<file path="config.mk">
export PLATFORM = sky130hd
export DESIGN_NAME = wdt_service_ctrl
export DESIGN_NICKNAME = d
export VERILOG_FILES = /design/src/rtl/wdt_pkg.sv /design/src/rtl/wdt_interval_timer.sv /design/src/rtl/wdt_service_ctrl.sv
export SDC_FILE = /design/constraint.sdc
export NUM_CORES = 1
export LEC_CHECK = 0
export ABC_AREA = 1
export ABC_CLOCK_PERIOD_IN_PS = 1200
export BUFFER_PORTS_ARGS = -buffer_cell sky130_fd_sc_hd__buf_2
export CORE_UTILIZATION = 50
export DETAILED_ROUTE_END_ITERATION = 16
export HOLD_SLACK_MARGIN = 0.08
export MAX_ROUTING_LAYER = met4
export PLACE_DENSITY_LB_ADDON = 0.25
export SETUP_SLACK_MARGIN = 0.5
export SYNTH_ARGS = -nofsm -noshare
export SYNTH_HDL_FRONTEND = slang
export SYNTH_SLANG_ARGS = --single-unit
</file>
<file path="constraint.sdc">
create_clock -name clk -period 1.2 [get_ports clk]
set_input_delay 0.24 -clock clk [delete_from_list [all_inputs] [get_ports clk]]
set_output_delay 0.24 -clock clk [all_outputs]
set_load 0.03 [all_outputs]
</file>
<file path="src/rtl/wdt_pkg.sv">
// Shared watchdog definitions: FSM state encoding and default counter width.
package wdt_pkg;
    localparam int unsigned WDT_CNT_WIDTH = 5;

    typedef enum logic [1:0] {
        IDLE    = 2'd0,
        ARMED   = 2'd1,
        RECOVER = 2'd2,
        FAULT   = 2'd3
    } wdt_state_t;
endpackage

</file>
<file path="src/rtl/wdt_interval_timer.sv">
// Loadable up/down counter with a terminal-value flag.
module wdt_interval_timer #(
    parameter int unsigned W    = 5,
    parameter bit          DOWN = 1'b0,
    parameter int unsigned LOAD = 0,
    parameter int unsigned TERM = 0
) (
    input  logic clk,
    input  logic rst_n,
    input  logic load,
    input  logic step,
    output logic term
);
    logic [W-1:0] cnt;

    always_ff @(posedge clk or negedge rst_n) begin
        if (!rst_n)    cnt <= '0;
        else if (load) cnt <= W'(LOAD);
        else if (step) cnt <= DOWN ? cnt - 1'b1 : cnt + 1'b1;
    end

    assign term = (cnt == W'(TERM));
endmodule

</file>
<file path="src/rtl/wdt_service_ctrl.sv">
// Watchdog service supervisor: kicks on proven liveness, recovers on timeout,
// escalates to a sticky fault after repeated timeouts.
module wdt_service_ctrl
    import wdt_pkg::*;
#(
    parameter int unsigned CNT_WIDTH     = WDT_CNT_WIDTH,
    parameter int unsigned KICK_INTERVAL = 8,
    parameter int unsigned HOLDOFF       = 4,
    parameter int unsigned MAX_RETRY     = 3
) (
    input  logic       clk,
    input  logic       rst_n,
    input  logic       en,
    input  logic       alive,
    input  logic       timeout,
    output logic       service,
    output logic       wd_rst_req,
    output logic       fault,
    output logic [1:0] state,
    output logic [1:0] retry_cnt
);
    localparam int unsigned HW = (HOLDOFF > 1) ? $clog2(HOLDOFF) : 1;

    wdt_state_t state_q, state_d;
    logic       svc_d, wdr_d, fault_d, seen_q, seen_d;
    logic [1:0] retry_d;
    logic       k_load, k_step, k_term, h_load, h_step, h_term;

    wdt_interval_timer #(.W(CNT_WIDTH), .DOWN(1'b0), .LOAD(0), .TERM(KICK_INTERVAL - 1)) u_kick (
        .clk(clk), .rst_n(rst_n), .load(k_load), .step(k_step), .term(k_term)
    );

    wdt_interval_timer #(.W(HW), .DOWN(1'b1), .LOAD(HOLDOFF - 1), .TERM(0)) u_holdoff (
        .clk(clk), .rst_n(rst_n), .load(h_load), .step(h_step), .term(h_term)
    );

    always_comb begin
        state_d = state_q;
        svc_d   = 1'b0;
        wdr_d   = 1'b0;
        fault_d = fault;
        retry_d = retry_cnt;
        seen_d  = seen_q;
        k_load  = 1'b0;
        k_step  = 1'b0;
        h_load  = 1'b0;
        h_step  = 1'b0;
        case (state_q)
            IDLE: begin
                k_load = 1'b1;
                seen_d = 1'b0;
                if (en) begin
                    state_d = ARMED;
                    svc_d   = 1'b1;
                end
            end
            ARMED: begin
                if (!en) begin
                    state_d = IDLE;
                    k_load  = 1'b1;
                    seen_d  = 1'b0;
                end else if (timeout) begin
                    k_load = 1'b1;
                    seen_d = 1'b0;
                    if (retry_cnt == 2'(MAX_RETRY - 1)) begin
                        state_d = FAULT;
                        fault_d = 1'b1;
                    end else begin
                        state_d = RECOVER;
                        retry_d = retry_cnt + 2'd1;
                        wdr_d   = 1'b1;
                        h_load  = 1'b1;
                    end
                end else if (k_term) begin
                    k_load = 1'b1;
                    // A missed window leaves the watchdog to expire on its own.
                    if (seen_q || alive) begin
                        svc_d   = 1'b1;
                        seen_d  = 1'b0;
                        retry_d = 2'd0;
                    end
                end else begin
                    k_step = 1'b1;
                    if (alive) seen_d = 1'b1;
                end
            end
            RECOVER: begin
                k_load = 1'b1;
                if (h_term) begin
                    seen_d  = 1'b0;
                    state_d = en ? ARMED : IDLE;
                    svc_d   = en;
                end else begin
                    h_step = 1'b1;
                end
            end
            FAULT: ;
            default: state_d = IDLE;
        endcase
    end

    always_ff @(posedge clk or negedge rst_n) begin
        if (!rst_n) begin
            state_q    <= IDLE;
            service    <= 1'b0;
            wd_rst_req <= 1'b0;
            fault      <= 1'b0;
            retry_cnt  <= 2'd0;
            seen_q     <= 1'b0;
        end else begin
            state_q    <= state_d;
            service    <= svc_d;
            wd_rst_req <= wdr_d;
            fault      <= fault_d;
            retry_cnt  <= retry_d;
            seen_q     <= seen_d;
        end
    end

    assign state = state_q;
endmodule

</file>
# Word level (Yosys, flattened, before mapping)
# Cells that the tools add are included.
[word_totals] regBits=15 input_bits=5 output_inout_bits=7 word_cells=77
[classes] n_addsub=3 eq_ne=10 mux=43 n_reduce_logical=13
[op_table] cell="two-way mux 1 bit" count=27
[op_table] cell="two-way mux 2 bit" count=10
[op_table] cell="AND reduction 4 bit" count=3
[op_table] cell="two-way mux 5 bit" count=2
[op_table] cell="inequality test 5 bit (second input constant)" count=2
[op_table] cell="nonzero test 2 bit" count=4
[op_table] cell="inequality test 2 bit (second input constant)" count=3
[op_table] cell="case mux 1 bit (3 select lines)" count=2
[op_table] cell="case mux 2 bit (3 select lines)" count=1
[op_table] cell="adder 5 x 1 -> 5 bit (second input constant)" count=1
[op_table] cell="equality test 5 x 3 -> 1 bit (second input constant)" count=1
[op_table] cell="AND reduction 5 bit" count=1
[op_table] cell="equality test 2 bit (second input constant)" count=2
[op_table] cell="logical NOT 2 bit" count=2
[op_table] cell="inequality test 3 bit (second input constant)" count=1
[op_table] cell="nonzero test 3 bit" count=1
[op_table] cell="adder 2 x 1 -> 2 bit (second input constant)" count=1
[op_table] cell="equality test 2 x 1 -> 1 bit (second input constant)" count=1
[op_table] cell="case mux 1 bit (2 select lines)" count=1
[op_table] cell="OR reduction 2 bit" count=1
[op_table] cell="subtractor 2 x 1 -> 2 bit (second input constant)" count=1
[op_table] cell="logical OR 1 bit" count=1

# Depth between registers and ports, before layout
[depth] ltp_word=7 depth_mapped=9 mapped_depth_nobuf=9

# Hierarchy
# Synthesis repeated with hierarchy kept, for this count alone.
[hier_totals] cells_unflattened=119 hier_area_um2=898.4
[by_module_without_submodules] module="wdt_service_ctrl" n_inst=1 cells_each=74 area_each_um2=524.3 seq_area_each_um2=200.2
[by_module_without_submodules] module="wdt_interval_timer (u_kick)" n_inst=1 cells_each=31 area_each_um2=267.8 seq_area_each_um2=125.1
[by_module_without_submodules] module="wdt_interval_timer (u_holdoff)" n_inst=1 cells_each=14 area_each_um2=106.4 seq_area_each_um2=50.0

# Least setup slack after synthesis
# Ideal clock, no wire load.
[synth_timing] path_type="register to register" from="register state_q[0] (netlist: state[0])" to="register seen_q" setup_time_ns=0.119 t_arrival_ns=1.397 slack_ns=-0.316 path_stages_with_launch=8 path_buffers=0 path_cell_list="dfrtp_1 inv_1 ha_1 inv_1 o21ai_0 nor2_1 o22ai_1 inv_1"
[synth_via] elab_chain_len=3
[synth_lines] item="from (decl)" line="wdt_service_ctrl.sv:24" source="wdt_state_t state_q, state_d;"
[synth_lines] item="from (signal assigned)" line="wdt_service_ctrl.sv:111" source="state_q <= state_d;"
[synth_lines] item="equality test 2 x 1 -> 1 bit (tied with other cells)" line="wdt_service_ctrl.sv:48" source="case (state_q)"
[synth_lines] item="inequality test 5 bit (no source line) (tied with other cells)"
[synth_lines] item="AND reduction 4 bit (no source line)"
[synth_lines] item="to (signal assigned)" line="wdt_service_ctrl.sv:116" source="seen_q <= seen_d;"
[synth_lines] item="to (decl)" line="wdt_service_ctrl.sv:25" source="logic svc_d, wdr_d, fault_d, seen_q, seen_d;"
# Several ways; a longest one is shown, not always the timed one.
# A chain may end at the register's enable or synchronous reset.

# Worst setup path after layout
[layout_timing] from="register state_q[1] (netlist: state[1])" to="register state_q[1] (netlist: state[1])"
[layout_via] elab_chain_len=3
[layout_lines] item="equality test 2 x 1 -> 1 bit (tied with other cells)" line="wdt_service_ctrl.sv:48"
[layout_lines] item="inequality test 3 bit (no source line) (tied with other cells)"
[layout_lines] item="AND reduction 4 bit (no source line)"
# Several ways; a longest one is shown, not always the timed one.

==> impl_metrics.yaml <==
outcome:
  status: "finished with violations"
  violations: "negative setup slack"
detailed_routing:
  firstDrtPassIters: 4
  drc_errors: 0
  drtAntennaViolNets: 0
  drt_iter0_markers: 19
  num_vias: 890
  wirelength_mm: 2.21
  vias_per_cell: 4.89
  post_drt_wl_per_cell_um: 12.1
critical_path:
  end_kind: "register"
  path_max_fanout: 4
  critPathTopFamily: "flip-flops"
  slowest_stage: "dfrtp_2"
  crit_chain: "buf_4, ha_4, inv_4, o21ai_4, nor3_4, nand3_1, o21ai_1"
  setup.worst_path.start_class: "register"
  r2r-start: "state[1]$_DFFE_PN0P_"
  crit_type: "reg -> reg"
  cp.required_ps: 1400
  crit_arrival_ps: 1550
  r2r_end: "state[1]$_DFFE_PN0P_"
  rr_worst_depth: 7
  critPathMaxStageDelay_ps: 430
  ff2ff_setup_slack_ps: -150
  crit_buf_inv: 2
job:
  max_cap_viol_count: 0
yosys:
  synth_area_per_cell_um2: 7.98
  yosysMostFrequentCell: "nand2_1"
  synth_nets: 127
  synth_edf_count: 0
  synthFlopType: "dfrtp_1"
  netlist_instances: 115
  synth_area_um2: 917
  ys_types: 22
  yosysSeqAreaShare_pct: 40.9
  synth-warning-count: 0
  netlist.area_leader.share_pct: 40.9
  ys_async_sr_fraction_pct: 100
  synthTopCellsByArea: "dfrtp_1 41%, nand2_1 11%, ha_1 9.5%"
  ys_ff_latch: 15
  yosysTopAreaCell: "dfrtp_1"
  yosys-top-cells-count: "26 x nand2_1, 21 x inv_1, 15 x dfrtp_1, 10 x nor2_1"
hold_path:
  hold_path_class: "in -> reg"
  hold_depth: 3
  min_from: "en"
  holdPathEnd: "service$_DFF_PN0_"
global_routing:
  grt_pass1_wl_mm: 3.59
  grt-ovfl-total: 0
  grt_pass1_vias: 877
  antenna_found_initial: 0
  grt_max_degree: 16
  globalRouteTotalUtil_pct: 26.1
place:
  preCtsSetupSlack_ps: -181
  place.gp.congestion: 0.881
  dpl.hpwl_mm: 1.63
  io_buffers: 11
  numPlacedInstances: 167
floorplanning:
  io_pins: 12
  num_rows: 15
  start_util_pct: 53.1
  chipWidth_um: 44.8
  die_area_um2: 2010
  die_y_um: 44.8
  core_area_um2: 1730
power_and_ir_drop:
  p_leak_uw: 0.000722
  total_power_uw: 3150
  pwr_density_cell_nw_per_um2: 2230
  intPower_uw: 1740
  p_comb_share_pct: 65.1
  pwr-share-seq_pct: 25.6
  vdd_drop_max_mv: 1.77
  p_sw_share_pct: 44.8
  p_clk_share_pct: 9.3
  p_switching_uw: 1410
cells_and_area:
  final_cell_count_no_fill: 182
  drive_above_1_share_pct: 54.1
  antenna_cells: 0
  syn2layout_area_growth_pct: 54.4
  fin_nets: 170
sta:
  slew_headroom_pct: 85.4
  grt_setup_unrepaired: "yes"
  fin_crit_ps: 1350
  layout_setup_ws_ps: -150
  final.period_utilization_pct: 112
  clock_skew_ps: 1.75
  clock.fmax_ghz: 0.741
  maxSlewViolCount: 0
  setup_viol: 15
  tightest_slew_ps: 219
  hold_viol_final: 0
cts:
  clock_path_buffers: 2
  htreeDepth: 1
  cts-root-buf: "clkbuf_4"
  cts_tree: "yes"
  clkSlewWorstSetupHoldPaths_ps: 90
  cts_num_sinks: 15
  insertion_delay_ps: 290
  cts_inserted_buffers: 3
[what timing repair did]
action	4_1_cts	5_1_grt
setup endpoints to repair	22	29
hold buffers	1	0
hold endpoints to repair	15	0
setup buffers	6	4
pin swaps	7	2
gates resized for setup	38	4
[cells by family after synthesis]
logic type                 count (synthesis)  share of synthesized area [%]
buffers and inverters                     22                           9.00
xor gates and xnor gates                   1                          0.955
AOI/OAI and AO/OA                         18                           11.1
DFF                                       15                           40.9
and+or+nand+nor                           52                           28.5
adders and majority gates                  7                           9.55
[worst max path at each step]
stage / endpoint / cells after the start / start
2_1_floorplan: u_kick.cnt[0]$_DFFE_PN0P_ / 7 / state[1]$_DFFE_PN0P_
4_1_cts: u_kick.cnt[3]$_DFFE_PN0P_ / 8 / state[1]$_DFFE_PN0P_
6_report: state[1]$_DFFE_PN0P_ / 7 / state[1]$_DFFE_PN0P_
3_5_place_dp: u_kick.cnt[3]$_DFFE_PN0P_ / 8 / u_kick.cnt[0]$_DFFE_PN0P_
5_1_grt: u_kick.cnt[2]$_DFFE_PN0P_ / 8 / state[1]$_DFFE_PN0P_
3_3_place_gp: u_kick.cnt[0]$_DFFE_PN0P_ / 7 / state[1]$_DFFE_PN0P_
[power groups by stage]
stage | clock (uW) | combinational, uW | sequential (uW)
after floorplan | 0 | 817 | 1030
after global placement | 0 | 1440 | 807
after detailed placement | 0 | 1520 | 816
after CTS | 298 | 2030 | 806
after global routing | 317 | 2220 | 829
final | 293 | 2050 | 808
[area by class of cell]
| cell class | instances | area, um^2 |
|---|---|---|
| fill | 115 | 310 |
| sequential | 15 | 384 |
| inverter | 22 | 90.1 |
| tap | 25 | 31.3 |
| clock buffer | 4 | 26.3 |
| timing repair buffer | 38 | 314 |
| multi-input combinational | 78 | 571 |
[routing by layer]
| layer | GRT usage (%) | routed length, um |
|---|---|---|
| met5 | - | 0 |
| met4 | 10.9 | 40 |
| met3 | 3.60 | 42 |
| met2 | 50.0 | 1270 |
| met1 | 26.2 | 857 |
[layout by cell type, fill, tap and decap left out, types with 3 or more instances in the layout]
cell	n
buf_6	9
nand2_4	3
nand2_2	5
inv_4	3
a21oi_1	3
dfrtp_2	7
a21oi_2	5
buf_2	3
nor2_2	3
clkbuf_4	4
nand3_1	4
nand2_1	23
nor2_1	7
dfrtp_1	8
buf_4	24
ha_4	3
inv_1	13
o21ai_1	5
inv_2	6
[state kept, by name, summed over array words and instances, names as in the netlist]
register,count
u_kick.cnt,5
retry_cnt,2
state,2
u_holdoff.cnt,2
fault,1
seen_q,1
service,1
wd_rst_req,1
[worst reg2reg max path: stages, from the launching register on]
cell	delay, ps
dfrtp_2	430
buf_4	150
ha_4	160
inv_4	70
o21ai_4	70
nor3_4	170
nand3_1	110
o21ai_1	110
[per-stage QoR]
step | util [%] | setup TNS (ps) | area, um^2 | hold slack [ps]
5_1_grt | 82.0 | -2640 | 1420 | 256
2_1_floorplan | - | -1220 | 967 | -55.6
3_3_place_gp | 68.0 | -976 | 1170 | 162
4_1_cts | 79.8 | -1440 | 1380 | 256
3_5_place_dp | 68.0 | -1670 | 1170 | 167
6_report | 82.0 | -1510 | 1420 | 263
(Power assumes the default switching activity.)
